### config.mk
export PLATFORM = sky130hd
export DESIGN_NAME = dpram_access_arbiter_flat
export DESIGN_NICKNAME = d
export VERILOG_FILES = /design/src/rtl/dpram_pkg.sv /design/src/rtl/dpram_access_arbiter_if.sv /design/src/rtl/dpram_issue_port.sv /design/src/rtl/dpram_access_arbiter.sv /design/src/flat_wrapper.sv
export SDC_FILE = /design/constraint.sdc
export NUM_CORES = 1
export LEC_CHECK = 0
export ABC_AREA = 1
export CORE_AREA = 2 2 83 61
export CTS_BUF_LIST = sky130_fd_sc_hd__clkbuf_4
export DETAILED_ROUTE_END_ITERATION = 10
export DIE_AREA = 0 0 85 63
export PLACE_DENSITY = 0.87
export SKIP_CTS_REPAIR_TIMING = 1
export SLEW_MARGIN = 20
export SYNTH_ARGS = -nofsm -noshare
export SYNTH_HDL_FRONTEND = slang
export SYNTH_HIERARCHICAL = 1
export SYNTH_SLANG_ARGS = --single-unit
### constraint.sdc
create_clock -name clk -period 1.3 [get_ports clk]
set_input_delay 0.26 -clock clk [delete_from_list [all_inputs] [get_ports clk]]
set_output_delay 0.26 -clock clk [all_outputs]
set_load 0.1 [all_outputs]
### src/rtl/dpram_pkg.sv
// rtl/dpram_pkg.sv - shared widths, port index and request type for the dual-port RAM arbiter
package dpram_pkg;

  localparam int AW    = 4;
  localparam int DW    = 8;
  localparam int DEPTH = 2 ** AW;

  typedef enum logic {
    PORT1 = 1'b0,
    PORT2 = 1'b1
  } port_e;

  typedef struct packed {
    logic          wr;
    logic [AW-1:0] addr;
    logic [DW-1:0] wdata;
  } req_t;

endpackage

### src/rtl/dpram_access_arbiter_if.sv
// rtl/dpram_access_arbiter_if.sv - client request/response and RAM port bundle
// master: clients plus RAM model; slave: the arbiter.
interface dpram_access_arbiter_if #(
  parameter int AW = 4,
  parameter int DW = 8
);

  logic          req_valid1, req_valid2;
  logic          req_ready1, req_ready2;
  logic          req_wr1, req_wr2;
  logic [AW-1:0] req_addr1, req_addr2;
  logic [DW-1:0] req_wdata1, req_wdata2;
  logic          rsp_valid1, rsp_valid2;
  logic [DW-1:0] rsp_rdata1, rsp_rdata2;
  logic          ram_wr1, ram_wr2;
  logic [AW-1:0] ram_addr1, ram_addr2;
  logic [DW-1:0] ram_din1, ram_din2;
  logic [DW-1:0] ram_dout1, ram_dout2;

  modport master (
    output req_valid1, req_valid2, req_wr1, req_wr2,
    output req_addr1, req_addr2, req_wdata1, req_wdata2,
    output ram_dout1, ram_dout2,
    input  req_ready1, req_ready2, rsp_valid1, rsp_valid2,
    input  rsp_rdata1, rsp_rdata2,
    input  ram_wr1, ram_wr2, ram_addr1, ram_addr2, ram_din1, ram_din2
  );

  modport slave (
    input  req_valid1, req_valid2, req_wr1, req_wr2,
    input  req_addr1, req_addr2, req_wdata1, req_wdata2,
    input  ram_dout1, ram_dout2,
    output req_ready1, req_ready2, rsp_valid1, rsp_valid2,
    output rsp_rdata1, rsp_rdata2,
    output ram_wr1, ram_wr2, ram_addr1, ram_addr2, ram_din1, ram_din2
  );

endinterface

### src/rtl/dpram_issue_port.sv
// rtl/dpram_issue_port.sv - registered RAM issue stage and 2-deep read-response flag pipeline
module dpram_issue_port #(
  parameter int AW = 4,
  parameter int DW = 8
) (
  input  logic          clk,
  input  logic          rst,
  input  logic          accept,
  input  logic          wr,
  input  logic [AW-1:0] addr,
  input  logic [DW-1:0] wdata,
  output logic          ram_wr,
  output logic [AW-1:0] ram_addr,
  output logic [DW-1:0] ram_din,
  output logic          rsp_valid
);

  logic rd_q;

  always_ff @(posedge clk) begin
    if (rst) begin
      ram_wr    <= 1'b0;
      ram_addr  <= '0;
      ram_din   <= '0;
      rd_q      <= 1'b0;
      rsp_valid <= 1'b0;
    end else begin
      ram_wr <= accept & wr;
      if (accept) begin
        ram_addr <= addr;
        ram_din  <= wdata;
      end
      // rsp_valid lines up with the RAM's registered read data one cycle after issue
      rd_q      <= accept & ~wr;
      rsp_valid <= rd_q;
    end
  end

endmodule

### src/rtl/dpram_access_arbiter.sv
// rtl/dpram_access_arbiter.sv - two-client front end for the dual-port RAM with toggling conflict priority
// Optional saturating conflict counter behind DPRAM_ARB_STATS_EN.
module dpram_access_arbiter
  import dpram_pkg::*;
#(
  parameter int AW = dpram_pkg::AW,
  parameter int DW = dpram_pkg::DW
) (
  input  logic                   clk,
  input  logic                   rst,
  dpram_access_arbiter_if.slave  bus
`ifdef DPRAM_ARB_STATS_EN
  ,
  output logic [7:0]             conflict_cnt
`endif
);

  logic  pri;
  logic  conflict;
  port_e winner;
  logic  ready1, ready2;
  logic  accept1, accept2;

  logic          ram_wr1, ram_wr2;
  logic [AW-1:0] ram_addr1, ram_addr2;
  logic [DW-1:0] ram_din1, ram_din2;
  logic          rsp_valid1, rsp_valid2;

  // read/read to one address is harmless; any write in the pair needs ordering
  assign conflict = bus.req_valid1 & bus.req_valid2 &
                    (bus.req_addr1 == bus.req_addr2) &
                    (bus.req_wr1 | bus.req_wr2);
  assign winner   = pri ? PORT2 : PORT1;

  assign ready1  = ~rst & ~(conflict & (winner == PORT2));
  assign ready2  = ~rst & ~(conflict & (winner == PORT1));
  assign accept1 = bus.req_valid1 & ready1;
  assign accept2 = bus.req_valid2 & ready2;

  always_ff @(posedge clk) begin
    if (rst) begin
      pri <= 1'b0;
    end else if (conflict) begin
      pri <= ~pri;
    end
  end

`ifdef DPRAM_ARB_STATS_EN
  always_ff @(posedge clk) begin
    if (rst) begin
      conflict_cnt <= 8'd0;
    end else if (conflict && (conflict_cnt != 8'hFF)) begin
      conflict_cnt <= conflict_cnt + 8'd1;
    end
  end
`endif

  dpram_issue_port #(.AW(AW), .DW(DW)) u_port1 (
    .clk       (clk),
    .rst       (rst),
    .accept    (accept1),
    .wr        (bus.req_wr1),
    .addr      (bus.req_addr1),
    .wdata     (bus.req_wdata1),
    .ram_wr    (ram_wr1),
    .ram_addr  (ram_addr1),
    .ram_din   (ram_din1),
    .rsp_valid (rsp_valid1)
  );

  dpram_issue_port #(.AW(AW), .DW(DW)) u_port2 (
    .clk       (clk),
    .rst       (rst),
    .accept    (accept2),
    .wr        (bus.req_wr2),
    .addr      (bus.req_addr2),
    .wdata     (bus.req_wdata2),
    .ram_wr    (ram_wr2),
    .ram_addr  (ram_addr2),
    .ram_din   (ram_din2),
    .rsp_valid (rsp_valid2)
  );

  assign bus.req_ready1 = ready1;
  assign bus.req_ready2 = ready2;
  assign bus.ram_wr1    = ram_wr1;
  assign bus.ram_wr2    = ram_wr2;
  assign bus.ram_addr1  = ram_addr1;
  assign bus.ram_addr2  = ram_addr2;
  assign bus.ram_din1   = ram_din1;
  assign bus.ram_din2   = ram_din2;
  assign bus.rsp_valid1 = rsp_valid1;
  assign bus.rsp_valid2 = rsp_valid2;
  assign bus.rsp_rdata1 = bus.ram_dout1;
  assign bus.rsp_rdata2 = bus.ram_dout2;

endmodule

### src/flat_wrapper.sv
// flat-port wrapper written by rule: the top's interface ports become plain ports
module dpram_access_arbiter_flat import dpram_pkg::*;
#(
  parameter int AW = dpram_pkg::AW,
  parameter int DW = dpram_pkg::DW
)
  (clk, rst, bus_req_valid1, bus_req_valid2, bus_req_wr1, bus_req_wr2, bus_req_addr1, bus_req_addr2, bus_req_wdata1, bus_req_wdata2, bus_ram_dout1, bus_ram_dout2, bus_req_ready1, bus_req_ready2, bus_rsp_valid1, bus_rsp_valid2, bus_rsp_rdata1, bus_rsp_rdata2, bus_ram_wr1, bus_ram_wr2, bus_ram_addr1, bus_ram_addr2, bus_ram_din1, bus_ram_din2);
  dpram_access_arbiter_if #(.AW(AW), .DW(DW)) bus_i ();
  input  logic clk;
  input  logic rst;
  input wire logic [$bits(bus_i.req_valid1)-1:0] bus_req_valid1;
  input wire logic [$bits(bus_i.req_valid2)-1:0] bus_req_valid2;
  input wire logic [$bits(bus_i.req_wr1)-1:0] bus_req_wr1;
  input wire logic [$bits(bus_i.req_wr2)-1:0] bus_req_wr2;
  input wire logic [$bits(bus_i.req_addr1)-1:0] bus_req_addr1;
  input wire logic [$bits(bus_i.req_addr2)-1:0] bus_req_addr2;
  input wire logic [$bits(bus_i.req_wdata1)-1:0] bus_req_wdata1;
  input wire logic [$bits(bus_i.req_wdata2)-1:0] bus_req_wdata2;
  input wire logic [$bits(bus_i.ram_dout1)-1:0] bus_ram_dout1;
  input wire logic [$bits(bus_i.ram_dout2)-1:0] bus_ram_dout2;
  output wire logic [$bits(bus_i.req_ready1)-1:0] bus_req_ready1;
  output wire logic [$bits(bus_i.req_ready2)-1:0] bus_req_ready2;
  output wire logic [$bits(bus_i.rsp_valid1)-1:0] bus_rsp_valid1;
  output wire logic [$bits(bus_i.rsp_valid2)-1:0] bus_rsp_valid2;
  output wire logic [$bits(bus_i.rsp_rdata1)-1:0] bus_rsp_rdata1;
  output wire logic [$bits(bus_i.rsp_rdata2)-1:0] bus_rsp_rdata2;
  output wire logic [$bits(bus_i.ram_wr1)-1:0] bus_ram_wr1;
  output wire logic [$bits(bus_i.ram_wr2)-1:0] bus_ram_wr2;
  output wire logic [$bits(bus_i.ram_addr1)-1:0] bus_ram_addr1;
  output wire logic [$bits(bus_i.ram_addr2)-1:0] bus_ram_addr2;
  output wire logic [$bits(bus_i.ram_din1)-1:0] bus_ram_din1;
  output wire logic [$bits(bus_i.ram_din2)-1:0] bus_ram_din2;
  assign bus_i.req_valid1 = bus_req_valid1;
  assign bus_i.req_valid2 = bus_req_valid2;
  assign bus_i.req_wr1 = bus_req_wr1;
  assign bus_i.req_wr2 = bus_req_wr2;
  assign bus_i.req_addr1 = bus_req_addr1;
  assign bus_i.req_addr2 = bus_req_addr2;
  assign bus_i.req_wdata1 = bus_req_wdata1;
  assign bus_i.req_wdata2 = bus_req_wdata2;
  assign bus_i.ram_dout1 = bus_ram_dout1;
  assign bus_i.ram_dout2 = bus_ram_dout2;
  assign bus_req_ready1 = bus_i.req_ready1;
  assign bus_req_ready2 = bus_i.req_ready2;
  assign bus_rsp_valid1 = bus_i.rsp_valid1;
  assign bus_rsp_valid2 = bus_i.rsp_valid2;
  assign bus_rsp_rdata1 = bus_i.rsp_rdata1;
  assign bus_rsp_rdata2 = bus_i.rsp_rdata2;
  assign bus_ram_wr1 = bus_i.ram_wr1;
  assign bus_ram_wr2 = bus_i.ram_wr2;
  assign bus_ram_addr1 = bus_i.ram_addr1;
  assign bus_ram_addr2 = bus_i.ram_addr2;
  assign bus_ram_din1 = bus_i.ram_din1;
  assign bus_ram_din2 = bus_i.ram_din2;
  dpram_access_arbiter #(.AW(AW), .DW(DW)) u_core (.clk(clk), .rst(rst), .bus(bus_i));
endmodule
==> flow_metrics.tcl <==
set metrics [dict create \
    grt_pass1_wl_um 5400 \
    rr_worst_depth 8 \
    htreeDepth 2 \
    worstSetupPathType "input pin to output port" \
    report.final.slew_viol_count 0 \
    wl_per_cell_um 10.8 \
    fin_cells 341 \
    max_freq_ghz 0.668 \
    reg2reg_from "u_core/pri$_SDFFE_PP0N_" \
    power_density_nw_per_um2 1100 \
    fin_crit_sh_pct 115 \
    cts_sinks 31 \
    grt-ovfl-total 0 \
    max-slew-margin-rel_pct 71.1 \
    yosys_warnings 6 \
    start_kind "input pin" \
    grt_setup_unrepaired "yes" \
    die_w_um 85 \
    synthCells 230 \
    tightest_slew_ps 434 \
    power.total_uw 2780 \
    leakage_uw 0.00125 \
    clock-skew-final_ps 5.05 \
    cp.arrival_ps 1240 \
    vias 1400 \
    cts_max_path_buffers 2 \
    timing.final.ws_setup_ps -198 \
    hp-start "bus_req_wr2" \
    syn-num-nets 276 \
    fin_util_pct 54.9 \
    dpl_worst_slack_ps -690 \
    first_iter_violations 22 \
    antenna_cells 0 \
    port_buffers 59 \
    grt_max_degree 27 \
    fp.dieH_um 63 \
    place.detailed.hpwl_um 2620 \
    cts_tree "yes" \
    seqPwrFrac_pct 38.1 \
    coreArea_um2 4600 \
    ys_ff_latch 31 \
    synth_cell_type_count 10 \
    pwr-share-comb_pct 35.4 \
    dpl_cell_area_um2 2360 \
    synth_area_per_cell_um2 6.52 \
    endpoint_kind "output port" \
    nets 329 \
    grtUsageTotal_pct 12.9 \
    violations "setup timing" \
    areaGrowthSynthToFinish_pct 68.4 \
    gp_congestion 0.709 \
    io_pins 92 \
    ant_nets 0 \
    crit_start "bus_req_addr1[0]" \
    hold_depth 2 \
    fin_area_um2 2520 \
    synth_area_um2 1500 \
    finalHoldViolCount 0 \
    dp_cells 328 \
    internal_power_uw 1780 \
    p_sw_uw 996 \
    setup_violations 15 \
    drcViolationCount 0 \
    max_cap_violations 0 \
    yosysSeqAreaShare_pct 41.4 \
    drive_above_1_share_pct 29.6 \
    swShare_pct 35.9 \
    min_path_type "input pin to register" \
    grt_pass1_vias 1260 \
    drtPass1Iterations 4 \
    rows 21 \
    dieArea_um2 5360 \
    crit_fanout 3 \
    root_buffer "clkbuf_4" \
    vdd_drop_max_uv 533 \
    cts_buffers 5 \
    start_util_pct 32.6 \
    totalWireLength_um 3680 \
    clkTransAtPathRegs_ps 90 \
    final.min_clock_period_ps 1500 \
    clkPwrFrac_pct 26.5 \
    antenna_found_initial 0 \
    clock_latency_ps 330 \
    critical_path_required_ps 1040 \
    viasPerCell 4.11 \
    run_status "finished with violations" \
]
==> kinds of logic after synthesis <==
logic type | share of synthesized area (%)
flip-flops | 41.4
buffers and inverters | 24.3
AND/OR/NAND/NOR | 34.3
==> cell usage after synthesis <==
library cell,instances,area [µm²]
nand2_1,67,251
buf_4,18,135
nor3_2,1,10.0
inv_2,1,3.75
nor2_1,59,221
dfxtp_1,31,621
inv_1,42,158
nor2_2,3,18.8
nand4_1,2,12.5
buf_6,6,67.6
==> cell type report <==
class,instances,area (µm²)
fillers,417,2070
multi-input cells,132,561
repair buffers,70,1010
clock buffers,5,37.5
well taps,57,71.3
inverters,43,184
flip-flops and latches,31,622
clock inverters,3,38.8
==> worst max-delay path, stage by stage <==
cell and delay (ps):
buf_4 100, inv_1 40, nand2_1 60, nand2_2 70
nor2_4 130, nand4_1 140, nand2_2 150, clkinvlp_4 110
buf_12 170
==> routing by layer <==
metal / track usage (%) / vias to the layer above / wire length (µm)
met5: 0 / - / 0
met4: 6.35 / 0 / 94
met3: 4.62 / 11 / 247
met2: 21.8 / 44 / 1780
met1: 14.2 / 607 / 1560
li1: - / 738 / -
==> power by group through the flow <==
stage	combinational, µW	clock [µW]	sequential (µW)
6_report	983	735	1060
5_1_grt	1030	808	1070
4_1_cts	954	752	1060
3_5_place_dp	953	0	1080
3_3_place_gp	940	0	1080
2_1_floorplan	445	0	1430
==> registers in the layout, indices dropped and copies added (netlist names) <==
name                      cells
u_core/u_port1/rd_q           1
u_core/u_port1/rsp_valid      1
u_core/u_port1/ram_din        8
u_core/u_port2/ram_addr       4
u_core/u_port2/ram_din        8
u_core/u_port2/rd_q           1
u_core/u_port2/ram_wr         1
u_core/u_port1/ram_wr         1
u_core/u_port2/rsp_valid      1
u_core/u_port1/ram_addr       4
u_core/pri                    1
==> cell usage in the layout (no fill, tap or decap) <==
cell and count:
nor2_2 2, inv_8 2, nor2_1 57, dfxtp_2 1, clkbuf_2 5, inv_2 7
nand2_2 8, clkinvlp_4 2, buf_4 10, nand4_1 2, inv_1 32, dfxtp_1 30
clkinv_1 1, clkbuf_4 5, nor3_4 1, nand2_1 59, dlymetal6s2s_1 3, bufinv_16 1
buf_6 2, clkinv_2 1, nor2_4 3, buf_12 32, clkbuf_16 2, clkdlybuf4s50_1 16
==> path summary, 6_finish.rpt <==
kind	endpoint	slack [ps]
worst min register to register	u_core/u_port2/rsp_valid$_SDFF_PP0_	420
worst max register to register	u_core/u_port1/ram_din[4]$_SDFFE_PP0P_	-50
worst min-delay path	u_core/u_port2/rd_q$_SDFF_PP0_	120
worst max-delay path	bus_req_ready1	-200
==> metrics by stage <==
stage | hold slack [ps] | TNS, ps
global route | 104 | -2250
floorplan | 331 | -187
global placement | 390 | -17740
finish | 125 | -708
CTS | 420 | -10070
detailed placement | 409 | -20140
Note: power is estimated with default switching activity, not from simulation.
